## src/rtl/lsu_bus_if.sv

```systemverilog
// rtl/lsu_bus_if.sv - load/store unit bridging the core datapath to a req/ack data bus
// Formats store lanes on issue and load results on ack; stalls the core while a transfer is in flight.
module lsu_bus_if #(
  parameter int TIMEOUT_CYCLES = 64
) (
  input  logic        clk,
  input  logic        reset,
  input  logic        memread,
  input  logic        memwrite,
  input  logic [2:0]  funct3,
  input  logic [31:0] addr,
  input  logic [31:0] wdata,
  output logic [31:0] rdata,
  output logic        stall,
  output logic        misalign,
  output logic        bus_err,
  output logic        bus_req,
  output logic        bus_we,
  output logic [31:0] bus_addr,
  output logic [3:0]  bus_be,
  output logic [31:0] bus_wdata,
  input  logic        bus_ack,
  input  logic [31:0] bus_rdata
);

  typedef enum logic [1:0] {IDLE, BUSY, DONE} state_t;

  localparam logic [7:0] CNT_LAST = 8'(TIMEOUT_CYCLES - 1);

  state_t      state_q, state_d;
  logic [7:0]  cnt_q, cnt_d;
  logic        err_q, err_d;
  logic        req_q, req_d;
  logic        we_q, we_d;
  logic [31:0] baddr_q, baddr_d;
  logic [3:0]  be_q, be_d;
  logic [31:0] bwdata_q, bwdata_d;
  logic [31:0] rdata_q, rdata_d;

  logic        access, is_store, size_half, size_word, f3_legal, go;
  logic [3:0]  st_be;
  logic [31:0] st_wdata, lane, ld_data;

  // A store wins when both controls are set, so sign/unsigned-only encodings are illegal for it.
  assign access    = memread | memwrite;
  assign is_store  = memwrite;
  assign size_half = (funct3[1:0] == 2'b01);
  assign size_word = (funct3[1:0] == 2'b10);
  assign f3_legal  = (funct3[1:0] != 2'b11) && (!funct3[2] || (!is_store && !size_word));

  assign misalign = (state_q == IDLE) && access &&
                    (!f3_legal || (size_half && addr[0]) || (size_word && (addr[1:0] != 2'b00)));
  assign go       = (state_q == IDLE) && access && !misalign;
  assign stall    = go || (state_q == BUSY);
  assign rdata    = (state_q == DONE) ? rdata_q : 32'h0;

  assign bus_err   = err_q;
  assign bus_req   = req_q;
  assign bus_we    = we_q;
  assign bus_addr  = baddr_q;
  assign bus_be    = be_q;
  assign bus_wdata = bwdata_q;

  always_comb begin
    st_be    = 4'b1111;
    st_wdata = wdata;
    case (funct3[1:0])
      2'b00: begin
        st_be    = 4'b0001 << addr[1:0];
        st_wdata = {4{wdata[7:0]}};
      end
      2'b01: begin
        st_be    = 4'b0011 << addr[1:0];
        st_wdata = {2{wdata[15:0]}};
      end
      default: ;
    endcase
  end

  assign lane = bus_rdata >> {addr[1:0], 3'b000};

  always_comb begin
    ld_data = bus_rdata;
    case (funct3)
      3'b000:  ld_data = {{24{lane[7]}}, lane[7:0]};
      3'b100:  ld_data = {24'h0, lane[7:0]};
      3'b001:  ld_data = {{16{lane[15]}}, lane[15:0]};
      3'b101:  ld_data = {16'h0, lane[15:0]};
      default: ;
    endcase
  end

  always_comb begin
    state_d  = state_q;
    cnt_d    = cnt_q;
    err_d    = err_q;
    req_d    = req_q;
    we_d     = we_q;
    baddr_d  = baddr_q;
    be_d     = be_q;
    bwdata_d = bwdata_q;
    rdata_d  = rdata_q;
    case (state_q)
      IDLE: begin
        if (go) begin
          state_d  = BUSY;
          req_d    = 1'b1;
          we_d     = is_store;
          baddr_d  = {addr[31:2], 2'b00};
          be_d     = is_store ? st_be : 4'b1111;
          bwdata_d = is_store ? st_wdata : 32'h0;
          rdata_d  = 32'h0;
          cnt_d    = 8'h0;
        end
      end
      BUSY: begin
        if (bus_ack) begin
          state_d = DONE;
          req_d   = 1'b0;
          rdata_d = we_q ? 32'h0 : ld_data;
        end else if (cnt_q == CNT_LAST) begin
          state_d = DONE;
          req_d   = 1'b0;
          err_d   = 1'b1;
          rdata_d = 32'h0;
        end else begin
          cnt_d = cnt_q + 8'h1;
        end
      end
      default: state_d = IDLE;
    endcase
  end

  always_ff @(posedge clk or posedge reset) begin
    if (reset) begin
      state_q  <= IDLE;
      cnt_q    <= 8'h0;
      err_q    <= 1'b0;
      req_q    <= 1'b0;
      we_q     <= 1'b0;
      baddr_q  <= 32'h0;
      be_q     <= 4'h0;
      bwdata_q <= 32'h0;
      rdata_q  <= 32'h0;
    end else begin
      state_q  <= state_d;
      cnt_q    <= cnt_d;
      err_q    <= err_d;
      req_q    <= req_d;
      we_q     <= we_d;
      baddr_q  <= baddr_d;
      be_q     <= be_d;
      bwdata_q <= bwdata_d;
      rdata_q  <= rdata_d;
    end
  end

endmodule

```

## config.mk

```make
export PLATFORM = sky130hd
export DESIGN_NAME = lsu_bus_if
export DESIGN_NICKNAME = d
export VERILOG_FILES = /design/src/rtl/lsu_bus_if.sv
export SDC_FILE = /design/constraint.sdc
export NUM_CORES = 1
export LEC_CHECK = 0
export BUFFER_PORTS_ARGS = -buffer_cell sky130_fd_sc_hd__buf_2
export CAP_MARGIN = 20
export CORE_ASPECT_RATIO = 1.2
export CORE_MARGIN = 2
export CORE_UTILIZATION = 50
export CTS_CLUSTER_SIZE = 16
export DETAILED_ROUTE_END_ITERATION = 10
export PLACE_DENSITY = 0.84
export SLEW_MARGIN = 10
export SYNTH_ARGS = -nofsm -noshare
export SYNTH_HDL_FRONTEND = slang
export SYNTH_SLANG_ARGS = --single-unit
```

## constraint.sdc

```tcl
create_clock -name clk -period 5.71 [get_ports clk]
set_clock_uncertainty 0.15 [all_clocks]
set_input_delay 1.713 -clock clk [delete_from_list [all_inputs] [get_ports clk]]
set_output_delay 1.713 -clock clk [all_outputs]
set_load 0.1 [all_outputs]
```

Yosys cells after proc, flatten, opt, wreduce, memory -nomap -nowiden
Index checks and enable logic that the tools add are counted.
W data, S select, Z words.
{ "word_totals": {"out_inout_bits": 105, "regBits": 111} }
{ "classes": {"bitwise": 2, "shift": 3, "add_sub_neg": 1, "n_eq_ne": 13, "reduce_logical": 26, "muxes": 23} }
{ "ops": {"columns": ["op", "count"], "rows": [
  ["$mux W32", 6],
  ["$pmux W32 S2", 2],
  ["$pmux W32 S4", 1],
  ["$shr A32 B5 Y16", 1],
  ["$mux W8", 3],
  ["$pmux W8 S2", 1],
  ["$add A8 B1 Y8 const B", 1],
  ["$eq A8 B6 Y1 const B", 1],
  ["$ne A2 B2 Y1 const B", 4],
  ["$pmux W4 S2", 1],
  ["$logic_and A1 B1 Y1", 7],
  ["$eq A3 B3 Y1 const B", 2],
  ["$mux W2", 3],
  ["$reduce_and A3 Y1", 2],
  ["$logic_not A1 Y1", 5],
  ["$eq A2 B1 Y1 const B", 2],
  ["$eq A2 B2 Y1 const B", 2],
  ["$logic_not A2 Y1", 2],
  ["$logic_or A1 B1 Y1", 4],
  ["$mux W4", 1],
  ["$pmux W2 S2", 1],
  ["$reduce_and A2 Y1", 2],
  ["$reduce_and A4 Y1", 1],
  ["$reduce_bool A2 Y1", 2],
  ["9 further kinds", 11]
]} }

Logic depth before layout (Yosys ltp)
Gate-level depths: netlist of run 1.
{ "logic_depth": {"ltp_word": 13, "ltp_mapped": 8} }

Worst setup path after synthesis of run 1
OpenSTA, ideal clock, no wires.
{ "synth_path": {"path_type": "input to output", "start": "input funct3[1]", "end": "output misalign", "cell_stages": 4, "t_arrival_ns": 5.141, "slack_ns": -1.294, "required_time_ns": 3.847, "path_cell_list": "clkbuf_1 a221o_1 nand2_1 nor4_1"} }
{ "synth_via": {"elab_chain_cells": 9} }
{ "synth_rtl": {"columns": ["item", "line", "source"], "rows": [
  ["start, declared", "10", "input logic [2:0] funct3,"],
  ["$eq A2 B2 Y1", "48", "assign size_word = (funct3[1:0] == 2'b10);"],
  ["$logic_not A1 Y1", "49", "assign f3_legal = (funct3[1:0] != 2'b11) && (!funct3[2] || (!is_store && !size_word));"],
  ["$logic_and A1 B1 Y1", "49", null],
  ["$logic_or A1 B1 Y1", "49", null],
  ["$logic_and A1 B1 Y1", "49", null],
  ["$logic_not A1 Y1", "52", "(!f3_legal || (size_half && addr[0]) || (size_word && (addr[1:0] != 2'b00)));"],
  ["$logic_or A1 B1 Y1", "52", null],
  ["$logic_or A1 B1 Y1 *", "52", null],
  ["$logic_and A1 B1 Y1 *", "51", "assign misalign = (state_q == IDLE) && access &&"],
  ["end, declared", "15", "output logic misalign,"]
]} }
Mark *: on every way between the ends. The rest lies on a longest branch, timed or not.

Final worst setup path of run 1
{ "layout_path": {"start": "input addr[1]", "end": "output stall"} }
{ "layout_via": {"elab_chain_cells": 7} }
{ "layout_rtl": {"columns": ["item", "line", "source"], "rows": [
  ["start, declared", "11", "input logic [31:0] addr,"],
  ["$reduce_bool A2 Y1", "52", null],
  ["$logic_and A1 B1 Y1", "52", null],
  ["$logic_or A1 B1 Y1", "52", null],
  ["$logic_and A1 B1 Y1", "51", null],
  ["$logic_not A1 Y1", "53", "assign go = (state_q == IDLE) && access && !misalign;"],
  ["$logic_and A1 B1 Y1", "53", null],
  ["$logic_or A1 B1 Y1", "54", "assign stall = go || (state_q == BUSY);"],
  ["end, declared", "14", "output logic stall,"]
]} }
No other way between the ends.

==> impl_metrics.csv, run 1 <==
group,metric,value,unit
outcome,status,"finished, final reports clean",
sta,slew_headroom,0.347,
detailed_routing,routed_wl,15.8,mm
global_route,grt_pass1_vias,5011,
logic_synthesis,synth.avg_cell_area,9.56,um^2
global_route,grt_usage,0.261,
critical_path,path_class,"input pin to output port",
final_layout,drive_gt1_frac,0.315,
power,comb_power_share,0.509,
logic_synthesis,ys.flop_type,"dfrtp_1",
worst_hold_path,hold_path.startpoint,"bus_err",
sta,fin_setup_tns,0,ps
logic_synthesis,ys_async_sr_fraction,1.00,
cts,post_cts.repair.setup_buffers,0,
critical_path,crit_fanout,25,
floorplanning,die_h,119,um
power,peakVddDrop,0.480,mV
cts,cts_resized,0,
floorplanning,die-area,0.0120,mm^2
placed_design,dp.final_hpwl,11.4,mm
critical_path,reg2reg_to,"rdata_q[22]",
cts,postCtsHoldBufs,0,
logic_synthesis,synth-seq-cells,111,
global_route,grt_max_degree,92,
power,p_seq_frac,0.319,
detailed_routing,vias,5226,
power,powerDensity,500,mW/mm^2
final_layout,final_nets,862,
worst_hold_path,hold_end,"bus_err",
sta,hold_viol,0,
detailed_routing,drc,0,
job,cap_viol_max_count,0,
cts,cts_num_sinks,111,
global_route,grtUsageMet1,0.343,
cts,numCtsBuffers,9,
floorplanning,chipWidth,100,um
global_route,antenna_found_initial,0,
power,power_leakage,3.78,nW
sta,rsz0062_at_grt,"false",
placed_design,place_congestion,0.887,
sta,min_period,5270,ps
critical_path,end_kind,"output port",
floorplanning,coreArea,0.0109,mm^2
logic_synthesis,synth_top_cell_by_area,"dfrtp_1",
critical_path,cp-start-kind,"input pin",
sta,finalMaxSlewViolations,0,
cts,cts_tree,"yes",
cts,cts_max_path_buffers,2,
power,pwr-share-clk,0.173,
detailed_routing,ant_nets,0,
final_layout,fin_util,0.634,
logic_synthesis,ys_types,58,
detailed_routing,first_pass_iters,5,
detailed_routing,drt_iter0_markers,340,
cts,path_clk_slew,70,ps
critical_path,required,3850,ps
logic_synthesis,seq_area_frac_synth,0.500,
detailed_routing,avgRoutedWirePerCell,17.6,um
logic_synthesis,synth_area,0.00556,mm^2
critical_path,reg2regPathDepth,5,
logic_synthesis,synthTopCellsByArea,"dfrtp_1 50%, nand2_1 11%, mux2i_1 7.7%",
final_layout,final_common_cell,"buf_2",
power,switchingPower,0.00188,W
sta,max_freq,0.190,GHz
final_layout,areaGrowthSynthToFinish,24.8,%
worst_hold_path,hold_class,"register to register",
cts,cts_root_buffer,"clkbuf_16",
global_route,gr-usage-met2,0.422,
global_route,gr-total-overflow,0,
cts,worstSkewPairLatency,340,ps
sta,post-route-period-util,0.924,
power,internal_power,0.00159,W
detailed_routing,avgViaCountPerCell,5.85,
logic_synthesis,synthCells,581,
global_route,grt_first_pass_wirelength,24.9,mm
placed_design,portBuffers,206,
final_layout,diodes,0,
critical_path,r2r_start,"cnt_q[0]",
global_route,busiest_layer,"met2",
sta,setup_viol,0,
critical_path,r2r_slack,3170,ps
floorplanning,num_io_pins,209,
logic_synthesis,yosys.area.top_type_share,0.500,
cts,htreeDepth,3,
logic_synthesis,ys_warn_count,0,
floorplanning,row_count,42,
power,netSwitchingFraction,0.541,
worst_hold_path,holdPathStages,1,
logic_synthesis,synth_edf_count,0,
sta,tightest_slew,980,ps
global_route,use_met3,0.0528,
floorplanning,initial_core_util,0.508,
final_layout,layout_common_cells,"206 x buf_2, 156 x nand2_1, 111 x dfrtp_1, 43 x mux2i_1, 33 x and3_1",
critical_path,critPathArrivalTime,3410,ps
worst max-delay path, stage by stage:
cell	delay, ps
buf_2	230
or4_4	580
a311oi_2	390
buf_2	500
registers in the layout (all words and copies together), names as in the netlist:
register   count
rdata_q       32
bus_addr      30
bus_req        1
bus_be         4
bus_wdata     32
bus_we         1
cnt_q          8
state_q        2
bus_err        1
through the flow:
stage / cell area (um^2) / worst slack (ps) / power [W] / hold slack [ps] / instances
after detailed placement: 6630 / 451 / 0.00288 / 309 / 877
after global placement: 6630 / 494 / 0.00284 / 305 / 877
after floorplan: 5570 / 25.5 / 0.00256 / 299 / 582
after CTS: 6910 / 447 / 0.00348 / 328 / 893
final: 6930 / 436 / 0.00347 / 325 / 894
after global routing: 6930 / 383 / 0.00360 / 350 / 894
power groups by stage:
stage	logic, W	clock network [W]	registers (W)
floorplan	0.000410	0	0.00215
global placement	0.00173	0	0.00111
detailed placement	0.00176	0	0.00112
CTS	0.00176	0.000608	0.00111
global route	0.00184	0.000639	0.00113
finish	0.00176	0.000598	0.00111
worst max-delay path by stage:
stage	startpoint	endpoint	depth (start not counted)
5_1_grt	addr[1]	stall	4
4_1_cts	addr[1]	stall	4
2_1_floorplan	addr[0]	stall	3
6_report	addr[1]	stall	4
3_3_place_gp	addr[1]	stall	4
3_5_place_dp	addr[1]	stall	4
synth_stat cells, drive strengths merged (4+ instances only):
cell type and n:
dfrtp 111, a21oi 9, inv 6, o21ai 28, mux2i 43, o2bb2ai 21, and3 33, o2111ai 9
nor2 22, buf 19, nor2b 4, xnor2 4, clkbuf 33, nand2 157, a2bb2oi 7, o31ai 16
a221o 17
layout make-up:
class                           instances  area, um^2
Clock buffer                           14         264
Clock inverter                          2        13.8
Fill cell                             910        4000
Inverter                                6        25.0
Multi-Input combinational cell        413        2560
Sequential cell                       111        2780
Tap cell                              132         165
Timing Repair Buffer                  216        1130
layer usage:
metal  share of wire  vias up
li1                -     2414
met1            0.41     2516
met2            0.49      259
met3           0.074       37
met4           0.029        0
met5               0        -
logic make-up (layout without fill, tap and decap cells):
group,after synthesis,in the layout,synth area share
AOI/OAI and AO/OA,128,128,0.181
other,1,2,0.000675
buffers and inverters,58,238,0.0437
adders and majority gates,1,1,0.00225
DFF,111,111,0.500
and+or+nand+nor,234,234,0.187
muxes,43,43,0.0775
xor gates and xnor gates,5,5,0.00788
Note: power is estimated with default switching activity, not from simulation.
==> inputs of run 2 (changes only) <==
- CORE_UTILIZATION: 50 -> 53
- PLACE_DENSITY: 0.84 -> 0.88
- clock period: 5.71 -> 6.35 ns (I/O delays scaled with it)
==> run 2 against run 1 <==
- via count is 0.86% lower
- cell area is 0.65% higher
- non-clock buffer count is 3 lower
- highest routed layer unchanged
- first-iteration DRC count grew 13%
- largest power group unchanged
==> impl_metrics.csv, run 2 (synthesis gave the netlist of run 1 again) <==
group,metric,value,unit
outcome,status,"finished, final reports clean",
power,power_leakage,3.80,nW
critical_path,r2r_slack,3820,ps
critical_path,max_stage_delay,530,ps
worst_hold_path,hold_path.startpoint,"bus_err",
placed_design,portBuffers,206,
sta,finalMaxSlewViolations,0,
detailed_routing,routed_wl,16.0,mm
worst_hold_path,hold_end,"bus_err",
final_layout,design_area,0.00698,mm^2
power,peakVddDrop,0.391,mV
sta,fin_setup_tns,0,ps
critical_path,required,4300,ps
critical_path,critPathArrivalTime,3630,ps
power,powerDensity,467,mW/mm^2
placed_design,place_inst,868,
cts,postCtsHoldBufs,0,
sta,post-route-period-util,0.896,
final_layout,instances_no_fill,885,
placed_design,dp.final_hpwl,11.5,mm
floorplanning,row_count,40,
final_layout,nFillCells,797,
placed_design,place_ws,666,ps
final_layout,layout_common_cells,"206 x buf_2, 156 x nand2_1, 111 x dfrtp_1, 43 x mux2i_1, 33 x and3_1",
critical_path,cp-start-kind,"input pin",
detailed_routing,avgRoutedWirePerCell,18.1,um
detailed_routing,drt_iter0_markers,384,
global_route,grt_usage,0.277,
critical_path,crit_cells,4,
critical_path,crit_fanout,25,
critical_path,end_kind,"output port",
critical_path,reg2reg_to,"rdata_q[19]",
global_route,grt_first_pass_wirelength,25.0,mm
global_route,grt_max_degree,92,
final_layout,areaGrowthSynthToFinish,25.6,%
final_layout,final_common_cell,"buf_2",
worst_hold_path,hold_class,"register to register",
cts,htreeDepth,3,
sta,slew_headroom,0.383,
sta,hold_viol,0,
cts,cts_tree,"yes",
sta,timing.final.ws_setup,663,ps
sta,tightest_slew,925,ps
sta,setup_viol,0,
power,power.total,0.00326,W
global_route,grt_pass1_vias,4986,
final_layout,final_nets,859,
sta,min_period,5690,ps
critical_path,r2r_start,"cnt_q[0]",
detailed_routing,avgViaCountPerCell,5.85,
floorplanning,die_h,116,um
detailed_routing,ant_nets,0,
critical_path,reg2regPathDepth,5,
sta,max_freq,0.176,GHz
cts,cts_resized,0,
detailed_routing,vias,5181,
cts,path_clk_slew,70,ps
sta,rsz0062_at_grt,"false",
critical_path,path_cells,"buf_2 > or4_4 > a311oi_2 > buf_2",
floorplanning,num_io_pins,209,
cts,worstSkewPairLatency,340,ps
cts,cts_num_sinks,111,
final_layout,drive_gt1_frac,0.315,
job,cap_viol_max_count,0,
critical_path,cp.buffers_inverters,2,
cts,numCtsBuffers,9,
critical_path,cp_top_family,"buffers and inverters",
critical_path,crit_slowest_cell,"or4_4",
detailed_routing,drc,0,
final_layout,diodes,0,
placed_design,place_area,0.00659,mm^2
worst_hold_path,holdPathStages,1,
global_route,gr-total-overflow,0,
placed_design,place_congestion,0.894,
floorplanning,initial_core_util,0.550,
detailed_routing,first_pass_iters,5,
cts,cts_root_buffer,"clkbuf_16",
critical_path,crit_top_cell,"buf_2",
floorplanning,die-area,0.0113,mm^2
floorplanning,chipWidth,97.5,um
floorplanning,coreArea,0.0101,mm^2
global_route,antenna_found_initial,0,
critical_path,path_class,"input pin to output port",
cts,cts_max_path_buffers,2,
cts,post_cts.repair.setup_buffers,0,
==> run 2: cell count changes in the layout (fill, tap and decap cells not counted), sizes merged <==
cell and delta:
inv -1, clkbuf -4, bufinv +4, buf -3, clkinvlp +1
==> run 2: worst max path at each step <==
stage | from | endpoint
6_report | addr[0] | stall
5_1_grt | addr[0] | stall
4_1_cts | addr[0] | stall
3_5_place_dp | addr[0] | stall
3_3_place_gp | addr[0] | stall
2_1_floorplan | funct3[1] | misalign
==> run 2: power breakdown <==
part	total [W]	internal [W]	switching (W)
clock network	0.000671	0.000425	0.000247
logic	0.00159	0.000252	0.00133
registers	0.000998	0.000886	0.000112
==> run 2: worst register-to-register path: stages, from the launching register on <==
cell     delay [ps]
dfrtp_1         410
ha_1            220
and4_1          380
a21bo_1         340
nand2_2         420
a221o_1         490
==> run 2: metal layers <==
metal	vias to the layer above	track usage	wire (um)
li1	2407	-	-
met1	2456	0.340	6180
met2	276	0.469	8020
met3	42	0.0557	1200
met4	0	0.145	605
met5	-	0	0
==> run 2: cell type report <==
class                           instances  area, um^2  share of cell area
Sequential cell                       111        2780               0.398
Multi-Input combinational cell        413        2550               0.366
Timing Repair Buffer                  213        1100               0.158
Clock buffer                           10         229              0.0328
Tap cell                              126         158              0.0226
Clock inverter                          6         133              0.0190
Inverter                                6        25.0             0.00359
==> run 2: through the flow <==
| step | util | hold WS (ps) |
|---|---|---|
| 6_report | 0.690 | 322 |
| 5_1_grt | 0.690 | 350 |
| 4_1_cts | 0.688 | 328 |
| 3_5_place_dp | 0.652 | 308 |
| 3_3_place_gp | 0.652 | 305 |
| 2_1_floorplan | - | 299 |
